===== src/rtl/mips_dmem_mmio.sv =====
// Data-memory responder for the single-cycle MIPS core: word RAM plus an MMIO window
// with an LED register, a free-running cycle counter, a byte transmit FIFO and status.
module mips_dmem_mmio #(
  parameter int RAM_WORDS  = 64,
  parameter int FIFO_DEPTH = 4
) (
  input  logic        clk,
  input  logic        reset,
  input  logic        memwrite,
  input  logic [31:0] aluout,
  input  logic [31:0] writedata,
  output logic [31:0] readdata,
  output logic [7:0]  led,
  output logic [7:0]  tx_data,
  output logic        tx_valid,
  input  logic        tx_ready,
  output logic        bus_err
);

  localparam int AW = $clog2(RAM_WORDS);
  localparam int PW = $clog2(FIFO_DEPTH);
  localparam logic [PW:0] DEPTH_C = (PW+1)'(FIFO_DEPTH);

  localparam logic [5:0] OFF_LED    = 6'h00;
  localparam logic [5:0] OFF_CYCLE  = 6'h01;
  localparam logic [5:0] OFF_TXDATA = 6'h02;
  localparam logic [5:0] OFF_STATUS = 6'h03;

  logic [31:0]   ram [RAM_WORDS];
  logic [7:0]    fifo_mem [FIFO_DEPTH];
  logic [PW-1:0] wr_ptr, rd_ptr;
  logic [PW:0]   count;
  logic [31:0]   cycle;
  logic          overflow;

  logic          is_mmio;
  logic [5:0]    off;
  logic [AW-1:0] ram_idx;
  logic          we_ram, we_led, we_cycle, we_tx, we_status, we_unmapped;
  logic          full, empty, push, pop, drop;

  // Byte-lane bits and the aliased upper address bits are intentionally ignored
  logic unused_addr_bits;
  assign unused_addr_bits = ^{aluout[30:8], aluout[1:0]};

  assign is_mmio = aluout[31];
  assign off     = aluout[7:2];
  assign ram_idx = aluout[AW+1:2];

  assign we_ram      = memwrite && !is_mmio;
  assign we_led      = memwrite && is_mmio && (off == OFF_LED);
  assign we_cycle    = memwrite && is_mmio && (off == OFF_CYCLE);
  assign we_tx       = memwrite && is_mmio && (off == OFF_TXDATA);
  assign we_status   = memwrite && is_mmio && (off == OFF_STATUS);
  assign we_unmapped = memwrite && is_mmio && (off > OFF_STATUS);

  assign full     = (count == DEPTH_C);
  assign empty    = (count == '0);
  assign tx_valid = !empty;
  assign tx_data  = fifo_mem[rd_ptr];

  // A full FIFO still takes a push when the head leaves in the same cycle
  assign pop  = tx_valid && tx_ready;
  assign push = we_tx && (!full || pop);
  assign drop = we_tx && full && !pop;

  always_ff @(posedge clk) begin
    if (we_ram) ram[ram_idx] <= writedata;
  end

  always_ff @(posedge clk) begin
    if (push) fifo_mem[wr_ptr] <= writedata[7:0];
  end

  always_ff @(posedge clk or negedge reset) begin
    if (!reset) begin
      led      <= '0;
      cycle    <= '0;
      wr_ptr   <= '0;
      rd_ptr   <= '0;
      count    <= '0;
      overflow <= 1'b0;
      bus_err  <= 1'b0;
    end else begin
      if (we_led) led <= writedata[7:0];
      if (we_cycle) cycle <= writedata;
      else          cycle <= cycle + 32'd1;
      if (push) wr_ptr <= wr_ptr + PW'(1);
      if (pop)  rd_ptr <= rd_ptr + PW'(1);
      case ({push, pop})
        2'b10:   count <= count + (PW+1)'(1);
        2'b01:   count <= count - (PW+1)'(1);
        default: count <= count;
      endcase
      // A drop in the same cycle as a clear leaves the flag set
      if (drop)                           overflow <= 1'b1;
      else if (we_status && writedata[2]) overflow <= 1'b0;
      if (we_unmapped) bus_err <= 1'b1;
    end
  end

  always_comb begin
    readdata = '0;
    if (!is_mmio) begin
      readdata = ram[ram_idx];
    end else begin
      case (off)
        OFF_LED:    readdata = {24'b0, led};
        OFF_CYCLE:  readdata = cycle;
        OFF_STATUS: readdata = {29'b0, overflow, full, empty};
        default:    readdata = '0;
      endcase
    end
  end

endmodule


===== config.mk =====
export PLATFORM = sky130hd
export DESIGN_NAME = mips_dmem_mmio
export DESIGN_NICKNAME = d
export VERILOG_FILES = /design/src/rtl/mips_dmem_mmio.sv
export SDC_FILE = /design/constraint.sdc
export NUM_CORES = 2
export LEC_CHECK = 0
export BUFFER_PORTS_ARGS = -buffer_cell sky130_fd_sc_hd__buf_4
export CORE_ASPECT_RATIO = 1.1
export CORE_MARGIN = 2
export CORE_UTILIZATION = 55
export DETAILED_ROUTE_END_ITERATION = 10
export PLACE_DENSITY = 0.71
export RECOVER_POWER = 50
export SLEW_MARGIN = 20
export SYNTH_ARGS = -nofsm -noshare
export SYNTH_HDL_FRONTEND = slang
export SYNTH_SLANG_ARGS = --single-unit

===== constraint.sdc =====
create_clock -name clk -period 2.1 [get_ports clk]
set_input_delay 0.105 -clock clk [delete_from_list [all_inputs] [get_ports clk]]
set_output_delay 0.105 -clock clk [all_outputs]
set_load 0.02 [all_outputs]

==> Word-level counts from Yosys, hierarchy flattened <==
Memory sizes are Yosys's and may differ from the RTL's.
Index checks and enable logic that the tools add are counted.
{ "classes": {"n_reduce_logical": 21, "addsub": 5, "order_cmp": 1, "mux": 10, "n_eq_ne": 6} }
{ "op_table": {"columns": ["operator", "count"], "rows": [
  ["32-bit one-hot mux with 3 select lines", 1],
  ["32-bit two-way mux", 2],
  ["32-bit by 1-bit adder with 32-bit output, second input constant", 1],
  ["6-bit by 2-bit == test with 1-bit output, second input constant", 2],
  ["1-bit logical AND", 12],
  ["6-bit by 1-bit == test with 1-bit output, second input constant", 1],
  ["6-bit by 2-bit > comparator with 1-bit output, second input constant", 1],
  ["6-bit logical NOT", 1],
  ["1-bit two-way mux", 6],
  ["3-bit one-hot mux with 2 select lines", 1],
  ["2-bit by 1-bit adder with 2-bit output, second input constant", 2],
  ["1-bit logical NOT", 4],
  ["2-bit nonzero test", 2],
  ["3-bit by 1-bit adder with 3-bit output, second input constant", 1],
  ["3-bit == test, second input constant", 1],
  ["3-bit logical NOT", 1],
  ["3-bit by 1-bit subtractor with 3-bit output, second input constant", 1],
  ["2-bit by 1-bit == test with 1-bit output, second input constant", 1],
  ["2-bit == test, second input constant", 1],
  ["1-bit logical OR", 1]
]} }
{ "word_totals": {"out_inout_bits": 50, "elab_cells": 52, "register_bits": 49, "input_bits": 68, "mem_bits_rw": 2080, "mem_count": 2} }
{ "memory_table": {"columns": ["memory", "depth", "word_bits", "read_ports", "rd_clocked_by_memory_dff", "write_ports", "line", "text"], "rows": [
  ["ram", 64, 32, 1, 0, 1, "29", "logic [31:0] ram [RAM_WORDS];"],
  ["fifo_mem", 4, 8, 1, 0, 1, "30", "logic [7:0] fifo_mem [FIFO_DEPTH];"]
]} }

==> Depth between registers and ports, before layout <==
{ "logic_depth": {"depth_word": 7, "ltp_mapped": 11} }

==> Worst setup path before layout <==
Ideal clock, no wire load.
{ "synth_timing": {"path_kind": "input -> register", "start": "input aluout[3]", "end": "memory ram[11][0] (enable)", "slack_ns": -1.187, "setup_ns": 0.421, "arrival_ns": 2.866, "stages": 7, "required_time_ns": 1.679, "cell_sequence": "buf_2 -> buf_2 -> buf_2 -> buf_2 -> buf_1 -> nand3_1 -> nor2_1"} }
{ "synth_rtl": {"columns": ["element", "line", "text"], "rows": [
  ["start: declaration", "10", "input logic [31:0] aluout,"],
  ["end: declaration", "29", null]
]} }
No word-level cell before the write port.

==> Final worst setup path <==
{ "layout_timing": {"start": "memory ram[36][31]", "end": "output readdata[31]"} }
{ "layout_via": {"elab_chain_cells": 2} }
{ "layout_lines": {"columns": ["element", "line", "text"], "rows": [
  ["memory 64 x 32 bit", null, null],
  ["32-bit two-way mux", "104", "if (!is_mmio) begin"],
  ["end: declaration", "12", "output logic [31:0] readdata,"]
]} }
Every way passes these cells.

==> impl_metrics.tcl <==
set metrics [dict create \
    final_max_slew_viol_count 1250 \
    track_usage_pct 29.63 \
    wirelength_um 224300 \
    drt_iter0_drc 5888 \
    fillers 9014 \
    gp_congestion 0.9044 \
    hold_depth 4 \
    ys_seq_elements 2129 \
    dieArea_mm2 0.1527 \
    fp.dieW_um 372.7 \
    yosysMostFrequentCell "edfxtp_1" \
    maxSlewHeadroom_pct -18.38 \
    path_clk_slew_ns 0.07 \
    holdWs_ns 0.1653 \
    finalCritPeriodShare_pct 151.9 \
    area_delta_synth_final_pct 20.89 \
    synthArstFlopShare_pct 2.302 \
    status "finished with violations" \
    dp_hpwl_um 138600 \
    yosysTopAreaCell "edfxtp_1" \
    syn_inst 3792 \
    hold_viol_final 0 \
    ys_seq_area_share_pct 77.42 \
    die_h_um 409.6 \
    synth_area_mm2 0.08226 \
    skew_ns 0.02472 \
    numCtsBuffers 196 \
    htree_levels 4 \
    drc 0 \
    min_period_ns 3.191 \
    rr_worst_depth 7 \
    clock_sinks 2129 \
    drive_above_1_share_pct 36.91 \
    start_util_pct 55.53 \
    drtAntennaViolNets 0 \
    cts_root_buf "clkbuf_16" \
    cts_tree "done" \
    grt_pass1_vias 43378 \
    num_vias 43234 \
    core_region_area_mm2 0.1481 \
    ioPinCount 118 \
    finalSetupTns_ns -24.94 \
    antenna_found_initial 11 \
    hold_path_class "input pin to flop" \
    worst-setup-path-type "flop to primary output" \
    pre_cts_ws_ns -1.349 \
    worstSetupStartpointType "flop" \
    arrival_ns 3.09 \
    fin_nets 4565 \
    utilization_pct 67.13 \
    wire_per_inst_um 33.95 \
    postSynthAreaPerCell_um2 21.69 \
    finalSetupViolCount 62 \
    violations "max-capacitance violations, max-slew violations, negative setup slack" \
    ctsLongestPathBuffers 3 \
    r2r_setup_slack_ns 0.10 \
    fin_ws_ns -1.091 \
    critPathMaxFanout 1 \
    leakagePower_nw 32.51 \
    regArea_mm2 0.06369 \
    netlist.area_leader.share_pct 75.93 \
    port_buffers 92 \
    synth_ff_type "edfxtp_1" \
    power.density_mw_per_mm2 904.0 \
    grt_overflow 0 \
    multiInputGateArea_mm2 0.01941 \
    grt_pass1_wl_um 317800 \
    crit_path_end_kind "primary output" \
    required_ns 2.00 \
    clk_latency_ns 0.82 \
    maxCapViolations 18 \
    yosys_warnings 0 \
    via_per_inst 6.544 \
    synth_edf_count 2080 \
    peakVddDrop_v 0.0008801 \
    synth_cell_types 56 \
    total_power_mw 89.90 \
    syn-num-nets 3866 \
    rsz0062_at_grt "yes" \
    ys_top_cells_by_area "edfxtp_1, mux4_2, mux2i_1, dfrtp_1, o22ai_1" \
    drt_pass1_iterations 6 \
    fmax_ghz 0.3134 \
    grt_start_max_net_pins 71 \
    rows 148 \
    ys_top_cells_by_count "edfxtp_1, mux4_2, mux2i_1, nor2_1, nand2_1" \
    tightest_slew_ns 1.776 \
]
## per-layer routing
layer / track usage, % / share of wire, %
met1: 39.75 / 36
met2: 48.31 / 49
met3: 5.545 / 10
met4: 12.52 / 4.5
met5: 0 / 0.019
## timing repair
| action | CTS | global route |
|---|---|---|
| setup buffers | 3 | 5 |
| endpoints found under the setup margin | 44 | 46 |
| endpoints found under the hold margin | 2154 | 0 |
| gates resized for setup | 270 | 80 |
| hold buffers | 39 | 0 |
| pin swaps | 64 | 38 |
## area by class of cell
cell class	count	area share, %
inverter	15	0.06291
clock buffer	238	5.175
clock inverter	124	1.290
multi-input combinational	1446	19.52
sequential	2129	64.04
antenna	2	0.005033
timing repair buffer	703	7.451
tap	1950	2.453
## state kept, by name, indices dropped and copies added (netlist names)
register,cells
ram,2048
cycle,32
fifo_mem,32
led,8
count,3
rd_ptr,2
wr_ptr,2
bus_err,1
overflow,1
## final timing paths
| path | to | startpoint |
|---|---|---|
| max | readdata[31] | ram[36][31] |
| min | rd_ptr[1] | tx_ready |
| max reg2reg | cycle[26] | cycle[17] |
| min reg2reg | count[2] | count[2] |
| max in group asynchronous | rd_ptr[1] | reset |
| min in group asynchronous | count[2] | reset |
## logic make-up (layout without fill, tap and decap cells)
| group | count (synthesis) | count (layout) | share of synthesized area [%] |
|---|---|---|---|
| adders and majority gates | 6 | 6 | 0.1004 |
| AOI/OAI and AO/OA | 318 | 318 | 2.386 |
| muxes | 748 | 748 | 16.55 |
| and+or+nand+nor | 339 | 339 | 1.865 |
| xor gates and xnor gates | 35 | 35 | 0.3726 |
| other | 0 | 2 | 0 |
| DFF | 2129 | 2129 | 77.42 |
| buffers and inverters | 217 | 1080 | 1.303 |
## metrics by stage
| step | cells | area (µm²) |
|---|---|---|
| 2_1_floorplan | 3792 | 82950 |
| 3_3_place_gp | 6211 | 91270 |
| 3_5_place_dp | 6211 | 91270 |
| 4_1_cts | 6604 | 99210 |
| 5_1_grt | 6605 | 99440 |
| 6_report | 6607 | 99450 |
## critical path, cell delays in order (launching register included)
cell and delay (ns):
edfxtp_1 0.41, mux4_2 0.48, mux4_2 0.57, a221oi_4 0.38, o221ai_4 0.23, buf_6 0.19
## placed cells by master, fill, tap and decap left out, types with 8 or more instances in the layout
master / instances
mux4_2: 487
bufinv_16: 25
mux2i_1: 199
buf_12: 153
o21ai_2: 21
o21ai_1: 11
mux2i_4: 18
xnor2_1: 17
and3_1: 8
nand2_1: 76
clkinv_2: 42
nand3_1: 40
a211oi_2: 9
nor2_4: 64
inv_1: 12
xor2_1: 18
clkinv_1: 40
mux2i_2: 14
edfxtp_1: 2080
nor2_1: 55
clkbuf_1: 39
o22ai_1: 59
a31oi_1: 8
a21oi_1: 58
o21ai_0: 22
mux2_2: 30
buf_4: 419
clkbuf_2: 35
nand2_4: 11
dlygate4sd3_1: 38
o22ai_2: 16
dfrtp_1: 48
inv_6: 9
nand4_1: 10
a22oi_1: 41
o21ai_4: 13
buf_6: 52
clkbuf_16: 199
o22ai_4: 13
## where the power goes
group          leakage (nW)  internal [mW]  switching, mW
combinational          10.1           2.96           3.90
sequential             19.2           47.0          0.306
clock                  3.15           20.5           15.2
No activity file was read; power rests on OpenSTA's default activity.
